File: src/rtl/axi_lite_to_reg_pkg.sv
// -----------------------------------------------------------------------------
// axi_lite_to_reg_pkg
// Shared definitions for the AXI4-Lite to register-interface bridge:
//   - bridge FSM state encoding
//   - AXI response codes and the error-to-response mapping helper
//   - default register-interface request/response structs (32-bit address,
//     32-bit data), matching the register-interface stages downstream
// -----------------------------------------------------------------------------
package axi_lite_to_reg_pkg;

  localparam int unsigned REG_ADDR_WIDTH = 32;
  localparam int unsigned REG_DATA_WIDTH = 32;
  localparam int unsigned REG_STRB_WIDTH = REG_DATA_WIDTH / 8;

  typedef enum logic [2:0] {
    IDLE   = 3'd0,
    WR_REQ = 3'd1,
    RD_REQ = 3'd2,
    WR_RSP = 3'd3,
    RD_RSP = 3'd4
  } state_e;

  localparam logic [1:0] RESP_OKAY   = 2'b00;
  localparam logic [1:0] RESP_SLVERR = 2'b10;

  typedef struct packed {
    logic                      valid;
    logic [REG_ADDR_WIDTH-1:0] addr;
    logic                      write;
    logic [REG_DATA_WIDTH-1:0] wdata;
    logic [REG_STRB_WIDTH-1:0] wstrb;
  } reg_req_t;

  typedef struct packed {
    logic                      ready;
    logic [REG_DATA_WIDTH-1:0] rdata;
    logic                      error;
  } reg_rsp_t;

  // Register-interface error flag to AXI response code.
  function automatic logic [1:0] err_to_resp(input logic err);
    if (err) begin
      return RESP_SLVERR;
    end else begin
      return RESP_OKAY;
    end
  endfunction

endpackage

File: src/rtl/axi_lite_to_reg.sv
// -----------------------------------------------------------------------------
// axi_lite_to_reg
// AXI4-Lite slave to register-interface bridge. Accepts one AXI read or write
// at a time, issues it as a single register-interface transaction, and returns
// the completion on B or R. Register-interface errors map to SLVERR.
//
// Ports:
//   clk_i, rst_i                  clock, asynchronous active-high reset
//   awaddr_i/awvalid_i/awready_o  AXI write address channel
//   wdata_i/wstrb_i/wvalid_i/wready_o  AXI write data channel
//   bresp_o/bvalid_o/bready_i     AXI write response channel
//   araddr_i/arvalid_i/arready_o  AXI read address channel
//   rdata_o/rresp_o/rvalid_o/rready_i  AXI read data channel
//   reg_req_o                     register request (fully registered)
//   reg_rsp_i                     register response
// -----------------------------------------------------------------------------
module axi_lite_to_reg
  import axi_lite_to_reg_pkg::*;
#(
  parameter int unsigned AddrWidth = 32,
  parameter int unsigned DataWidth = 32,
  parameter type reg_req_t = axi_lite_to_reg_pkg::reg_req_t,
  parameter type reg_rsp_t = axi_lite_to_reg_pkg::reg_rsp_t
) (
  input  logic                   clk_i,
  input  logic                   rst_i,
  input  logic [AddrWidth-1:0]   awaddr_i,
  input  logic                   awvalid_i,
  output logic                   awready_o,
  input  logic [DataWidth-1:0]   wdata_i,
  input  logic [DataWidth/8-1:0] wstrb_i,
  input  logic                   wvalid_i,
  output logic                   wready_o,
  output logic [1:0]             bresp_o,
  output logic                   bvalid_o,
  input  logic                   bready_i,
  input  logic [AddrWidth-1:0]   araddr_i,
  input  logic                   arvalid_i,
  output logic                   arready_o,
  output logic [DataWidth-1:0]   rdata_o,
  output logic [1:0]             rresp_o,
  output logic                   rvalid_o,
  input  logic                   rready_i,
  output reg_req_t               reg_req_o,
  input  reg_rsp_t               reg_rsp_i
);

  if ((DataWidth != 32) && (DataWidth != 64)) begin : g_bad_data_width
    $error("axi_lite_to_reg: DataWidth must be 32 or 64");
  end

  state_e                 state_r;
  state_e                 state_s;
  logic                   prio_rd_r;   // 0: write wins a tie, 1: read wins
  logic                   wr_elig_s;
  logic                   rd_elig_s;
  logic                   wr_grant_s;
  logic                   rd_grant_s;
  reg_req_t               req_r;
  logic                   bvalid_r;
  logic [1:0]             bresp_r;
  logic                   rvalid_r;
  logic [1:0]             rresp_r;
  logic [DataWidth-1:0]   rdata_r;

  // A write needs both AW and W present; AW or W alone is never taken.
  assign wr_elig_s = awvalid_i & wvalid_i;
  assign rd_elig_s = arvalid_i;

  // Next-state and grant decode.
  always_comb begin
    state_s    = state_r;
    wr_grant_s = 1'b0;
    rd_grant_s = 1'b0;
    case (state_r)
      IDLE: begin
        if (wr_elig_s && (!rd_elig_s || !prio_rd_r)) begin
          wr_grant_s = 1'b1;
          state_s    = WR_REQ;
        end else if (rd_elig_s) begin
          rd_grant_s = 1'b1;
          state_s    = RD_REQ;
        end else begin
          state_s    = IDLE;
        end
      end
      WR_REQ: begin
        if (reg_rsp_i.ready) begin
          state_s = WR_RSP;
        end else begin
          state_s = WR_REQ;
        end
      end
      RD_REQ: begin
        if (reg_rsp_i.ready) begin
          state_s = RD_RSP;
        end else begin
          state_s = RD_REQ;
        end
      end
      WR_RSP: begin
        if (bready_i) begin
          state_s = IDLE;
        end else begin
          state_s = WR_RSP;
        end
      end
      RD_RSP: begin
        if (rready_i) begin
          state_s = IDLE;
        end else begin
          state_s = RD_RSP;
        end
      end
      default: begin
        state_s = IDLE;
      end
    endcase
  end

  // State, arbitration priority, register request and AXI response registers.
  always_ff @(posedge clk_i or posedge rst_i) begin
    if (rst_i) begin
      state_r   <= IDLE;
      prio_rd_r <= 1'b0;
      req_r     <= '0;
      bvalid_r  <= 1'b0;
      bresp_r   <= 2'b00;
      rvalid_r  <= 1'b0;
      rresp_r   <= 2'b00;
      rdata_r   <= '0;
    end else begin
      state_r <= state_s;
      if (wr_grant_s || rd_grant_s) begin
        prio_rd_r <= ~prio_rd_r;
      end
      case (state_r)
        IDLE: begin
          if (wr_grant_s) begin
            req_r.valid <= 1'b1;
            req_r.addr  <= awaddr_i;
            req_r.write <= 1'b1;
            req_r.wdata <= wdata_i;
            req_r.wstrb <= wstrb_i;
          end else if (rd_grant_s) begin
            req_r.valid <= 1'b1;
            req_r.addr  <= araddr_i;
            req_r.write <= 1'b0;
            req_r.wdata <= '0;
            req_r.wstrb <= '0;
          end
        end
        WR_REQ: begin
          if (reg_rsp_i.ready) begin
            req_r    <= '0;
            bvalid_r <= 1'b1;
            bresp_r  <= err_to_resp(reg_rsp_i.error);
          end
        end
        RD_REQ: begin
          if (reg_rsp_i.ready) begin
            req_r    <= '0;
            rvalid_r <= 1'b1;
            rresp_r  <= err_to_resp(reg_rsp_i.error);
            rdata_r  <= reg_rsp_i.rdata;
          end
        end
        WR_RSP: begin
          if (bready_i) begin
            bvalid_r <= 1'b0;
          end
        end
        RD_RSP: begin
          if (rready_i) begin
            rvalid_r <= 1'b0;
          end
        end
        default: begin
          req_r    <= '0;
          bvalid_r <= 1'b0;
          rvalid_r <= 1'b0;
        end
      endcase
    end
  end

  // Readies are combinational from IDLE and the grant; held low during reset
  // so nothing is accepted while the bridge is being cleared.
  assign awready_o = wr_grant_s & ~rst_i;
  assign wready_o  = wr_grant_s & ~rst_i;
  assign arready_o = rd_grant_s & ~rst_i;

  assign bvalid_o  = bvalid_r;
  assign bresp_o   = bresp_r;
  assign rvalid_o  = rvalid_r;
  assign rresp_o   = rresp_r;
  assign rdata_o   = rdata_r;
  assign reg_req_o = req_r;

endmodule

File: config.mk
export PLATFORM = sky130hd
export DESIGN_NAME = axi_lite_to_reg
export DESIGN_NICKNAME = d
export VERILOG_FILES = /design/src/rtl/axi_lite_to_reg_pkg.sv /design/src/rtl/axi_lite_to_reg.sv
export SDC_FILE = /design/constraint.sdc
export NUM_CORES = 1
export LEC_CHECK = 0
export CAP_MARGIN = 30
export CORE_ASPECT_RATIO = 1.5
export CORE_MARGIN = 5
export CORE_UTILIZATION = 35
export CTS_CLUSTER_SIZE = 10
export DETAILED_ROUTE_END_ITERATION = 10
export MAX_ROUTING_LAYER = met4
export PLACE_DENSITY = 0.84
export SLEW_MARGIN = 20
export SYNTH_ARGS = -nofsm -noshare
export SYNTH_HDL_FRONTEND = slang
export SYNTH_SLANG_ARGS = --single-unit
File: constraint.sdc
create_clock -name clk_i -period 3.5 [get_ports clk_i]
set_input_delay 0.525 -clock clk_i [delete_from_list [all_inputs] [get_ports clk_i]]
set_output_delay 0.525 -clock clk_i [all_outputs]
set_load 0.01 [all_outputs]
# [After elaboration in Yosys (flattened, before gate mapping)]
# Cells that the tools add are included.
[totals] regBits=112 input_bits=141 output_inout_bits=111 word_cells=67
[op_classes] n_eq_ne=10 muxes=22 bitwise_logic=8 n_reduce_logical=15
[op_table] op="two-way mux 70 bit" n=3
[op_table] op="case mux 70 bit (3 select lines)" n=1
[op_table] op="case mux 3 bit (5 select lines)" n=1
[op_table] op="two-way mux 2 bit" n=5
[op_table] op="AND reduction 3 bit" n=3
[op_table] op="two-way mux 1 bit" n=8
[op_table] op="!= test 2 bit (second input constant)" n=4
[op_table] op="equality test 3 x 2 -> 1 bit (second input constant)" n=2
[op_table] op="two-way mux 3 bit" n=2
[op_table] op="case mux 1 bit (3 select lines)" n=2
[op_table] op="OR reduction 3 bit" n=2
[op_table] op="NOT 1 bit" n=5
[op_table] op="AND reduction 2 bit" n=2
[op_table] op="OR reduction 2 bit" n=2
[op_table] op="bitwise AND 1 bit" n=3
[op_table] op="equality test 3 x 1 -> 1 bit (second input constant)" n=1
[op_table] op="equality test 3 bit (second input constant)" n=1
[op_table] op="logical NOT 3 bit" n=1
[op_table] op="!= test 3 bit (second input constant)" n=1
[op_table] op="logical NOT 1 bit" n=2
[op_table] op="logical OR 1 bit" n=2
[op_table] op="!= test 2 x 1 -> 1 bit (second input constant)" n=1
[op_table] op="logical AND 1 bit" n=1

# [Longest topological paths before layout]
# Gate-level depths: netlist of the first run.
[logic_depth] word_depth=8 mapped_depth=6 mapped_depth_nobuf=4

# [Worst setup path before layout of the first run]
# OpenSTA, ideal clock, no wires.
[synth_timing] path_type="input to output" start="in arvalid_i" end="out wready_o" arrival_time_ps=1539 t_required_ps=2975 path_slack_ps=1436 stages=6 path_buffers=3 path_cell_list="nand2_1 > nand3_1 > buf_2 > buf_2 > nor3_1 > buf_4"
[synth_between] elab_chain_len=6
[synth_rtl] item="start: declaration" line_no="axi_lite_to_reg.sv:38" text="input logic arvalid_i,"
[synth_rtl] item="logical NOT 1 bit" line_no="axi_lite_to_reg.sv:77" text="if (wr_elig_s && (!rd_elig_s || !prio_rd_r)) begin"
[synth_rtl] item="logical OR 1 bit" line_no="axi_lite_to_reg.sv:77"
[synth_rtl] item="logical AND 1 bit" line_no="axi_lite_to_reg.sv:77"
[synth_rtl] item="two-way mux 1 bit" line_no="axi_lite_to_reg.sv:77"
[synth_rtl] item="two-way mux 1 bit" line_no="axi_lite_to_reg.sv:75" text="case (state_r)"
[synth_rtl] item="bitwise AND 1 bit"
[synth_rtl] item="end: declaration" line_no="axi_lite_to_reg.sv:33" text="output logic wready_o,"
# Every way passes these cells.

# [Worst setup path after layout of the first run]
[layout_timing] start="reg state_r[0]" end="out awready_o"
[layout_between] elab_chain_len=3
[layout_rtl] item="start: declaration" line_no="axi_lite_to_reg.sv:52" text="state_e state_r;"
[layout_rtl] item="start signal: assignment" line_no="axi_lite_to_reg.sv:133" text="state_r <= state_s;"
[layout_rtl] item="logical NOT 3 bit" line_no="axi_lite_to_reg.sv:75"
[layout_rtl] item="two-way mux 1 bit" line_no="axi_lite_to_reg.sv:75"
[layout_rtl] item="bitwise AND 1 bit" line_no="axi_lite_to_reg.sv:189" text="assign awready_o = wr_grant_s & ~rst_i;"
[layout_rtl] item="end: declaration" line_no="axi_lite_to_reg.sv:29" text="output logic awready_o,"
# Every way passes these cells.

==> results of run 1 <==
==> worst min-delay path by stage <==
stage / depth (start not counted) / slack (ns) / startpoint / to
6_report: 1 / 0.49 / prio_rd_r / prio_rd_r
2_1_floorplan: 1 / 0.45 / prio_rd_r / prio_rd_r
3_3_place_gp: 1 / 0.47 / reg_req_o[36] / reg_req_o[36]
5_1_grt: 1 / 0.50 / reg_req_o[50] / reg_req_o[50]
3_5_place_dp: 1 / 0.47 / reg_req_o[55] / reg_req_o[55]
4_1_cts: 1 / 0.49 / prio_rd_r / prio_rd_r
==> flip-flops by register name, summed over array words and instances, names as in the netlist <==
signal / cells
bvalid_o: 1
reg_req_o: 70
prio_rd_r: 1
rdata_o: 32
rvalid_o: 1
bresp_o: 1
rresp_o: 1
state_r: 3
==> cells by family (layout without fill, tap and decap cells) <==
| logic type | count (synthesis) | in the layout | share of synthesized area |
|---|---|---|---|
| AO/OA/AOI/OAI | 86 | 86 | 0.162 |
| XOR/XNOR | 1 | 1 | 0.00195 |
| buffers and inverters | 30 | 275 | 0.0362 |
| flip-flops | 110 | 110 | 0.613 |
| multiplexers | 66 | 66 | 0.157 |
| other | 1 | 2 | 0.000836 |
| AND/OR/NAND/NOR | 24 | 24 | 0.0287 |
==> power by group through the flow <==
stage | combinational (mW) | sequential (mW) | clock [mW]
after detailed placement | 2.62 | 2.14 | 0
after global routing | 2.79 | 2.19 | 1.02
after CTS | 2.64 | 2.13 | 0.966
after floorplan | 1.04 | 2.30 | 0
after global placement | 2.57 | 2.10 | 0
final | 2.60 | 2.12 | 0.931
==> layer usage <==
| layer | wire, µm | vias up |
|---|---|---|
| met1 | 5050 | 1812 |
| met3 | 1160 | 15 |
| met5 | 0 | - |
| li1 | - | 1662 |
| met2 | 6980 | 169 |
| met4 | 199 | 0 |
==> cell usage in the layout, fill, tap and decap left out, types with 2 or more instances in the layout <==
master                            synthesis  routed
sky130_fd_sc_hd__a22o_1                  36      36
sky130_fd_sc_hd__nand2b_1                 3       3
sky130_fd_sc_hd__inv_6                    0       2
sky130_fd_sc_hd__mux2_2                  34      34
sky130_fd_sc_hd__inv_1                    3       2
sky130_fd_sc_hd__o2bb2ai_1               32      32
sky130_fd_sc_hd__nor2_1                   4       3
sky130_fd_sc_hd__clkdlybuf4s50_1          0     249
sky130_fd_sc_hd__nor3_1                   2       2
sky130_fd_sc_hd__clkbuf_16                0       9
sky130_fd_sc_hd__clkinvlp_4               0       2
sky130_fd_sc_hd__nand3_1                  3       2
sky130_fd_sc_hd__mux2i_1                 32      32
sky130_fd_sc_hd__clkbuf_1                 5       2
sky130_fd_sc_hd__conb_1                   1       2
sky130_fd_sc_hd__buf_4                    9       8
sky130_fd_sc_hd__dfrtp_1                110     110
sky130_fd_sc_hd__nor2_2                   1       2
sky130_fd_sc_hd__a21oi_1                  5       5
sky130_fd_sc_hd__nor2b_1                  2       2
sky130_fd_sc_hd__nand2_1                  5       5
sky130_fd_sc_hd__o21ai_0                  4       4
==> through the flow <==
stage	hold WS, ns	std cells	total power [mW]
floorplan	0.447	319	3.34
finish	0.488	720	5.65
CTS	0.488	720	5.73
global route	0.505	720	5.99
global placement	0.465	705	4.67
detailed placement	0.473	705	4.76
==> final cells by class <==
class / count / share of cell area
Multi-Input combinational cell: 179 / 0.215
Sequential cell: 110 / 0.374
Inverter: 3 / 0.00187
Clock buffer: 11 / 0.0316
Clock inverter: 4 / 0.00442
Timing Repair Buffer: 257 / 0.347
Tap cell: 156 / 0.0265
==> worst max-delay path, delay by kind of cell (launching register included) <==
kind | cells | cell delay [ns]
buffers and inverters | 1 | 0.59
flip-flops | 1 | 0.55
AND/OR/NAND/NOR | 2 | 0.74
==> metrics.cfg, run 1 <==
[status]
outcome=finished clean

[grt]
grt_first_pass_wirelength_mm=20.5
met1_usage=0.198
grt_use_total=0.176
first_global_vias=4048
globalRouteMet3Util=0.0455
pin_count_of_the_biggest_net_entering_global_routing=62
grt_antenna_before_repair=0
gr-max-usage-layer=met2
gr-total-overflow=0
globalRouteMet2Util=0.303

[critical_path]
worstSetupStartpointType=flip-flop
worst_ep_required_time_ns=2.97
cpPeakStageDelay_ns=0.59
setup.reg_to_reg.worst_slack_ns=1.45
critPathKind=reg -> out
crit_start=state_r[0]
timing.critical_path.arrival_ns=2.21
end_kind=output port
endpoint=awready_o
regToRegStartpoint=state_r[0]
timing.reg2reg.worst_path_depth=5
slowest_cell_on_crit_path=sky130_fd_sc_hd__clkdlybuf4s50_1
path_cells=or3_4 > nor3_1 > clkdlybuf4s50_1
critical_path_peak_fanout=15
rr_endpoint=reg_req_o[11]

[yosys]
yosys.cell_types.count=33
yosysWarningCount=0
synthCells=318
synth.ff_latch_count=110
synthTopCellsByArea=sky130_fd_sc_hd__dfrtp_1 61%, sky130_fd_sc_hd__mux2_2 8.5%, sky130_fd_sc_hd__mux2i_1 7.1%
portion_of_synthesized_cell_area_occupied_by_the_leading_cell_type=0.613
number_of_enable_flip_flop_cells_after_synthesis=0
post_synth_design_cell_area_um2=4490
yosys-top-cells-count=110 x sky130_fd_sc_hd__dfrtp_1, 36 x sky130_fd_sc_hd__a22o_1, 34 x sky130_fd_sc_hd__mux2_2, 32 x sky130_fd_sc_hd__mux2i_1, 32 x sky130_fd_sc_hd__o2bb2ai_1
yosys.cell_count.top_type=sky130_fd_sc_hd__dfrtp_1
synth-async-reset-ratio=1.00
ys_seq_area_frac=0.613
synth_largest_area_cell=sky130_fd_sc_hd__dfrtp_1
primary_ff_master_synth=sky130_fd_sc_hd__dfrtp_1
postSynthAreaPerCell_um2=14.1

[timing]
fmax_mhz=365
post-route-min-period_ns=2.74
timing.final.setup_violations=0
tns_ns=0
rsz0062_at_grt=false
worst_slew_pin_slew_ns=0.756
share_of_the_clock_period_used_by_the_worst_path_after_layout=0.782
drv_slew=0
setup_ws_ns=0.764
skew_ns=0.00887
number_of_hold_violations_in_the_final_report=0
slew_headroom=0.496

[job]
max-cap-violations=0

[final_layout]
fill_cells=1027
antenna_cells_inserted=0
layout.core_utilization=0.589
final_cell_area_um2=7360
area_delta_synth_final_pct=64.1
multi_input_comb_area_um2=1580
finish.net_count=701
drive_gt1_frac=0.110
final-seq-area_um2=2750

[routing]
detailedRoute.firstPassIterationCount=4
drt-vias-per-instance=5.08
drt_first_iter_violations=105
avgRoutedWirePerCell_um=18.6
drcViolationCount=0
num_vias=3658
routed_wl_mm=13.4
routed_antenna_nets=0

[power]
power_density_nw_per_um2=767
p_sw_frac=0.335
power_frac_clock=0.165
p_seq_frac=0.375
leakage_nw=3.22
total_switching_power_mw=1.90
p_comb_frac=0.460
worst_vdd_ir_mv=0.361
p_int_mw=3.75

[placed_design]
port-buffer-count=249
gp_congestion=0.830
detailedPlace.worstSlack_ns=0.843
detailed_place.area_um2=7100
dp_hpwl_mm=10.4

[die]
die_area_um2=15200
core_area_um2=12500
die-height_um=149
top_level_ports=252
initial_core_util=0.359
die_x_um=102
std_cell_rows=50

[clock_network]
cts_hold_repair.buffers=0
post-cts-setup-buffer-count=0
cts_buffers=9
cts_root_buf=sky130_fd_sc_hd__clkbuf_16
clkSinkCount=110
cts_max_level=3
post_cts_resize_count=0
clk_pin_slew_ns=0.07
cts_tree=done
clk_path_buf_depth=2
worstSkewPairLatency_ns=0.33

[hold_path]
hold_path.class=reg -> reg

(Power assumes the default switching activity.)
==> run 2, diff against run 1 <==
--- a/config.mk
+++ b/config.mk
@@ -8,11 +8,11 @@
 export CAP_MARGIN = 30
 export CORE_ASPECT_RATIO = 1.5
 export CORE_MARGIN = 5
-export CORE_UTILIZATION = 35
+export CORE_UTILIZATION = 39
 export CTS_CLUSTER_SIZE = 10
 export DETAILED_ROUTE_END_ITERATION = 10
 export MAX_ROUTING_LAYER = met4
-export PLACE_DENSITY = 0.84
+export PLACE_DENSITY = 0.88
 export SLEW_MARGIN = 20
 export SYNTH_ARGS = -nofsm -noshare
 export SYNTH_HDL_FRONTEND = slang
==> constraint.sdc (replaced) <==
create_clock -name clk_i -period 2.6 [get_ports clk_i]
set_input_delay 0.39 -clock clk_i [delete_from_list [all_inputs] [get_ports clk_i]]
set_output_delay 0.39 -clock clk_i [all_outputs]
set_load 0.01 [all_outputs]
==> run 2 against run 1 <==
Register-to-register slack lost 0.78 ns; wire length grew 1.5%; design area grew 1.2%; final cell count shrank 0.28%; clock power grew 40%; critical path depth is the same; sequential share of layout area shrank 0.43 points; combinational power grew 41%; sequential power grew 31%; largest power group unchanged; flip-flop and latch count is the same.
==> metrics.cfg, run 2 (synthesis results as in run 1) <==
[die]
top_level_ports=252  ; unchanged
core_area_um2=11400  ; -8.8%
die_x_um=97.6  ; -4.8%
std_cell_rows=48  ; -4.0%
initial_core_util=0.393  ; +0.0346
die-height_um=141  ; -4.9%
die_area_um2=13800  ; -9.4%

[final_layout]
fill_cells=868  ; -15%
drive_gt1_frac=0.120  ; +0.00979
layout.cells.most_common=sky130_fd_sc_hd__clkdlybuf4s50_1
area_delta_synth_final_pct=66.0
largest_register_ffs=70  ; unchanged
layout.core_utilization=0.653  ; +0.0642
finish.net_count=704  ; +0.43%
layout_common_cells=249 x sky130_fd_sc_hd__clkdlybuf4s50_1, 110 x sky130_fd_sc_hd__dfrtp_1, 36 x sky130_fd_sc_hd__a22o_1
antenna_cells_inserted=0  ; unchanged
stdcell_count=718  ; -0.28%

[clock_network]
worstSkewPairLatency_ns=0.34  ; about the same
cts_tree=done
clkSinkCount=110  ; unchanged
post-cts-setup-buffer-count=0  ; unchanged
cts_hold_repair.buffers=0  ; unchanged
cts_max_level=3  ; unchanged
clk_path_buf_depth=2  ; unchanged
cts_root_buf=sky130_fd_sc_hd__clkbuf_16
cts_buffers=9  ; unchanged
clk_pin_slew_ns=0.07  ; about the same
post_cts_resize_count=0  ; unchanged

[routing]
drt-vias-per-instance=5.09  ; +0.20%
drcViolationCount=0  ; unchanged
avgRoutedWirePerCell_um=18.9  ; +1.8%
routed_wl_mm=13.6  ; +1.5%
num_vias=3655  ; -0.082%
routed_antenna_nets=0  ; unchanged
drt_first_iter_violations=132  ; +26%
detailedRoute.firstPassIterationCount=4  ; unchanged

[critical_path]
worstSetupStartpointType=flip-flop
worst_ep_required_time_ns=2.21  ; -0.76 ns
critical_path_peak_fanout=4  ; -11
timing.critical_path.arrival_ns=2.11  ; -0.10 ns
critPathKind=reg -> out
end_kind=output port

[timing]
drv_slew=0  ; unchanged
tns_ns=0  ; unchanged
worst_slew_pin_slew_ns=0.731  ; -0.0248 ns
slew_headroom=0.511  ; +0.0155
timing.final.setup_violations=0  ; unchanged
post-route-min-period_ns=2.50
number_of_hold_violations_in_the_final_report=0  ; unchanged
skew_ns=0.00687  ; -0.00201 ns
fmax_mhz=401
share_of_the_clock_period_used_by_the_worst_path_after_layout=0.960
rsz0062_at_grt=false

[grt]
pin_count_of_the_biggest_net_entering_global_routing=69  ; +11%
grt_use_total=0.200  ; +0.0248
first_global_vias=4123  ; +1.9%
grt_antenna_before_repair=0  ; unchanged
gr-total-overflow=0  ; unchanged
grt_first_pass_wirelength_mm=21.4  ; +4.3%

[job]
max-cap-violations=0  ; unchanged

[hold_path]
hold_path.class=reg -> reg

[power]
power_density_nw_per_um2=1040  ; +36%
worst_vdd_ir_mv=0.529  ; +47%
leakage_nw=3.26  ; +1.3%

[placed_design]
post-place-cells=702  ; -0.43%
gp_congestion=0.896  ; +7.9%
port-buffer-count=249  ; unchanged
dp_hpwl_mm=10.6  ; +1.6%

[status]
outcome=finished clean

-- run 2: worst max-delay path: stages, from the launching register on --
cell and delay (ns):
sky130_fd_sc_hd__dfrtp_1 0.38, sky130_fd_sc_hd__or3_4 0.42, sky130_fd_sc_hd__nor3_1 0.36, sky130_fd_sc_hd__clkdlybuf4s50_1 0.61
-- run 2: worst paths after layout --
| check | from | to | slack [ns] | cells past startpoint |
|---|---|---|---|---|
| min reg2reg | reg_req_o[36] | reg_req_o[36] | 0.48 | 1 |
| max in group asynchronous | rst_i | reg_req_o[26] | 1.34 | 3 |
| min | reg_req_o[36] | reg_req_o[36] | 0.48 | 1 |
| max reg2reg | state_r[0] | reg_req_o[24] | 0.67 | 6 |
| min in group asynchronous | rst_i | reg_req_o[47] | 0.60 | 2 |
| max | state_r[1] | wready_o | 0.10 | 3 |
-- run 2: routing by layer --
layer	wire, µm	GRT usage	vias to the layer above
met5	0	-	-
met4	435	0.0795	0
met3	750	0.0512	31
met2	7430	0.356	149
met1	4960	0.213	1803
li1	-	-	1672
-- run 2: area by class of cell --
class,count,area [µm²],share of cell area
timing repair buffer,260,2630,0.352
clock inverter,6,45.0,0.00605
sequential,110,2750,0.370
clock buffer,10,239,0.0321
inverter,3,15.0,0.00202
tap,150,188,0.0252
multi-input combinational,179,1580,0.213
-- run 2: through the flow --
| step | worst slack [ns] | area (µm²) | hold WS [ns] | power, mW |
|---|---|---|---|---|
| 2_1_floorplan | 0.806 | 4500 | 0.447 | 4.50 |
| 3_3_place_gp | 0.312 | 7160 | 0.463 | 6.38 |
| 3_5_place_dp | 0.249 | 7160 | 0.465 | 6.53 |
| 4_1_cts | 0.0908 | 7450 | 0.481 | 7.85 |
| 5_1_grt | 0.0416 | 7450 | 0.501 | 8.20 |
| 6_report | 0.105 | 7450 | 0.477 | 7.75 |
-- run 2: power breakdown --
part           leakage (nW)  switching, mW  internal, mW  total [mW]
clock                 0.137          0.613         0.683        1.30
combinational          1.70           1.61          2.06        3.67
sequential             1.42          0.378          2.40        2.78
==> run 3, diff against run 2 <==
--- a/config.mk
+++ b/config.mk
@@ -7,12 +7,12 @@
 export LEC_CHECK = 0
 export CAP_MARGIN = 30
 export CORE_ASPECT_RATIO = 1.5
-export CORE_MARGIN = 5
 export CORE_UTILIZATION = 39
 export CTS_CLUSTER_SIZE = 10
 export DETAILED_ROUTE_END_ITERATION = 10
 export MAX_ROUTING_LAYER = met4
 export PLACE_DENSITY = 0.88
+export SKIP_CTS_REPAIR_TIMING = 1
 export SLEW_MARGIN = 20
 export SYNTH_ARGS = -nofsm -noshare
 export SYNTH_HDL_FRONTEND = slang
==> run 3 against run 2 <==
Largest power group unchanged; flip-flop and latch count stayed put; critical path type unchanged; via count down 1.0%; die area decreased by 13%; first-iteration DRC count decreased by 17%.
==> metrics.cfg, run 3 (synthesis results as in run 1) <==
[timing]
fmax_mhz=406  ; +1.3%
setup_ws_ns=0.136  ; +0.0314 ns
skew_ns=0.00575  ; -0.00112 ns
number_of_hold_violations_in_the_final_report=0  ; unchanged
worst_slew_pin_slew_ns=0.811  ; +0.0792 ns
drv_slew=0  ; unchanged
rsz0062_at_grt=false
timing.final.setup_violations=0  ; unchanged
slew_headroom=0.458  ; -0.0529
post-route-min-period_ns=2.46  ; -0.0314 ns
share_of_the_clock_period_used_by_the_worst_path_after_layout=0.948  ; -0.0121
tns_ns=0  ; unchanged
whs_ns=0.474  ; -0.00339 ns

[clock_network]
cts_buffers=9  ; unchanged
cts_root_buf=sky130_fd_sc_hd__clkbuf_16
worstSkewPairLatency_ns=0.34  ; about the same
cts_max_level=3  ; unchanged
clk_pin_slew_ns=0.07  ; about the same
clkSinkCount=110  ; unchanged
cts_tree=done
clk_path_buf_depth=2  ; unchanged

[power]
p_seq_frac=0.362  ; +0.003
total_switching_power_mw=2.53  ; -2.6%
p_int_mw=5.14  ; -0.20%
worst_vdd_ir_mv=0.520  ; -1.6%
power_frac_clock=0.163  ; -0.004
power_density_nw_per_um2=1030  ; -0.73%
p_sw_frac=0.330  ; -0.00532
p_comb_frac=0.475  ; about the same
leakage_nw=3.25  ; -0.25%

[routing]
drt-vias-per-instance=5.07  ; -0.46%
routed_wl_mm=12.6  ; -7.4%
routed_antenna_nets=0  ; unchanged
detailedRoute.firstPassIterationCount=4  ; unchanged
num_vias=3618  ; -1.0%
drcViolationCount=0  ; unchanged
drt_first_iter_violations=109  ; -17%
avgRoutedWirePerCell_um=17.6  ; -6.9%

[final_layout]
largest_register_ffs=70  ; unchanged
drive_gt1_frac=0.115  ; -0.00508
layout.cells.most_common=sky130_fd_sc_hd__clkdlybuf4s50_1
stdcell_count=714  ; -0.56%
finish.net_count=704  ; unchanged
antenna_cells_inserted=0  ; unchanged
layout_common_cells=249 x sky130_fd_sc_hd__clkdlybuf4s50_1, 110 x sky130_fd_sc_hd__dfrtp_1, 36 x sky130_fd_sc_hd__a22o_1
area_delta_synth_final_pct=65.5

[critical_path]
worstSetupStartpointType=flip-flop
timing.reg2reg.worst_path_depth=6  ; unchanged
regToRegStartpoint=state_r[0]
critPathKind=reg -> out
rr_endpoint=reg_req_o[12]
timing.critical_path.arrival_ns=2.07  ; -0.04 ns
critical_path_peak_fanout=4  ; unchanged
end_kind=output port
setup.reg_to_reg.worst_slack_ns=0.70  ; +0.03 ns
worst_ep_required_time_ns=2.21  ; about the same

[die]
top_level_ports=252  ; unchanged
die_area_um2=12000  ; -13%
initial_core_util=0.404  ; +0.0105
core_area_um2=11100  ; -2.6%
die-height_um=133  ; -5.7%
std_cell_rows=47  ; -2.1%
die_x_um=89.6  ; -8.2%

[hold_path]
hold_path.class=reg -> reg
hp-start=reg_req_o[36]
hold_path_depth=1  ; unchanged
hold_path_end=reg_req_o[36]

[status]
outcome=finished clean

[placed_design]
dp_hpwl_mm=9.61  ; -9.4%
detailedPlace.worstSlack_ns=0.297  ; +0.0488 ns
port-buffer-count=249  ; unchanged
gp_congestion=0.786  ; -12%
post-place-cells=699  ; -0.43%

[grt]
pin_count_of_the_biggest_net_entering_global_routing=67  ; -2.9%
grt_antenna_before_repair=0  ; unchanged
grt_use_total=0.219  ; +0.0185
gr-total-overflow=0  ; unchanged
grt_first_pass_wirelength_mm=19.2  ; -10%
first_global_vias=3867  ; -6.2%

[job]
max-cap-violations=0  ; unchanged

==> run 3: cell count changes in the layout (fill, tap and decap cells not counted) <==
| cell | change |
|---|---|
| sky130_fd_sc_hd__clkbuf_1 | +2 |
| sky130_fd_sc_hd__clkinv_2 | -1 |
| sky130_fd_sc_hd__clkinv_4 | +1 |
| sky130_fd_sc_hd__clkinvlp_4 | -1 |
| sky130_fd_sc_hd__inv_6 | -1 |
| sky130_fd_sc_hd__inv_8 | -1 |
==> run 3: worst max-delay path, cell delays in order, from the launching register on <==
cell and delay [ns]:
sky130_fd_sc_hd__dfrtp_1 0.39, sky130_fd_sc_hd__or3_4 0.44, sky130_fd_sc_hd__nor3_1 0.29, sky130_fd_sc_hd__clkdlybuf4s50_1 0.62
==> run 3: worst max-delay path by stage <==
stage	start	to	slack, ns
after global routing	state_r[1]	awready_o	0.04
final	state_r[1]	awready_o	0.14
after global placement	arvalid_i	awready_o	0.38
after detailed placement	awvalid_i	awready_o	0.30
after CTS	state_r[1]	awready_o	0.14
after floorplan	arvalid_i	wready_o	0.81
==> run 3: area by class of cell <==
type | instances | area, µm²
fillers | 819 | 3690
clock inverters | 3 | 21.3
well taps | 147 | 184
flip-flops and latches | 110 | 2750
inverters | 3 | 15.0
repair buffers | 260 | 2630
clock buffers | 12 | 246
multi-input cells | 179 | 1580
==> run 3: metal layers <==
metal,vias up,GRT usage,part of all wire
li1,1673,-,-
met3,26,0.0477,0.069
met2,158,0.365,0.51
met5,-,-,0
met4,0,0.0741,0.028
met1,1761,0.258,0.39
==> run 3: power groups by stage <==
stage	Sequential [mW]	Clock (mW)	Combinational [mW]
finish	2.78	1.25	3.64
global route	2.87	1.36	3.89
CTS	2.79	1.29	3.67
detailed placement	2.81	0	3.66
global placement	2.76	0	3.57
floorplan	3.09	0	1.41
==> run 3: per-stage QoR <==
step	instance area, µm²	util	total power, mW
CTS	7430	0.668	7.75
detailed placement	7160	0.644	6.47
global placement	7160	0.644	6.33
floorplan	4500	-	4.50
global route	7430	0.668	8.12
finish	7430	0.668	7.67
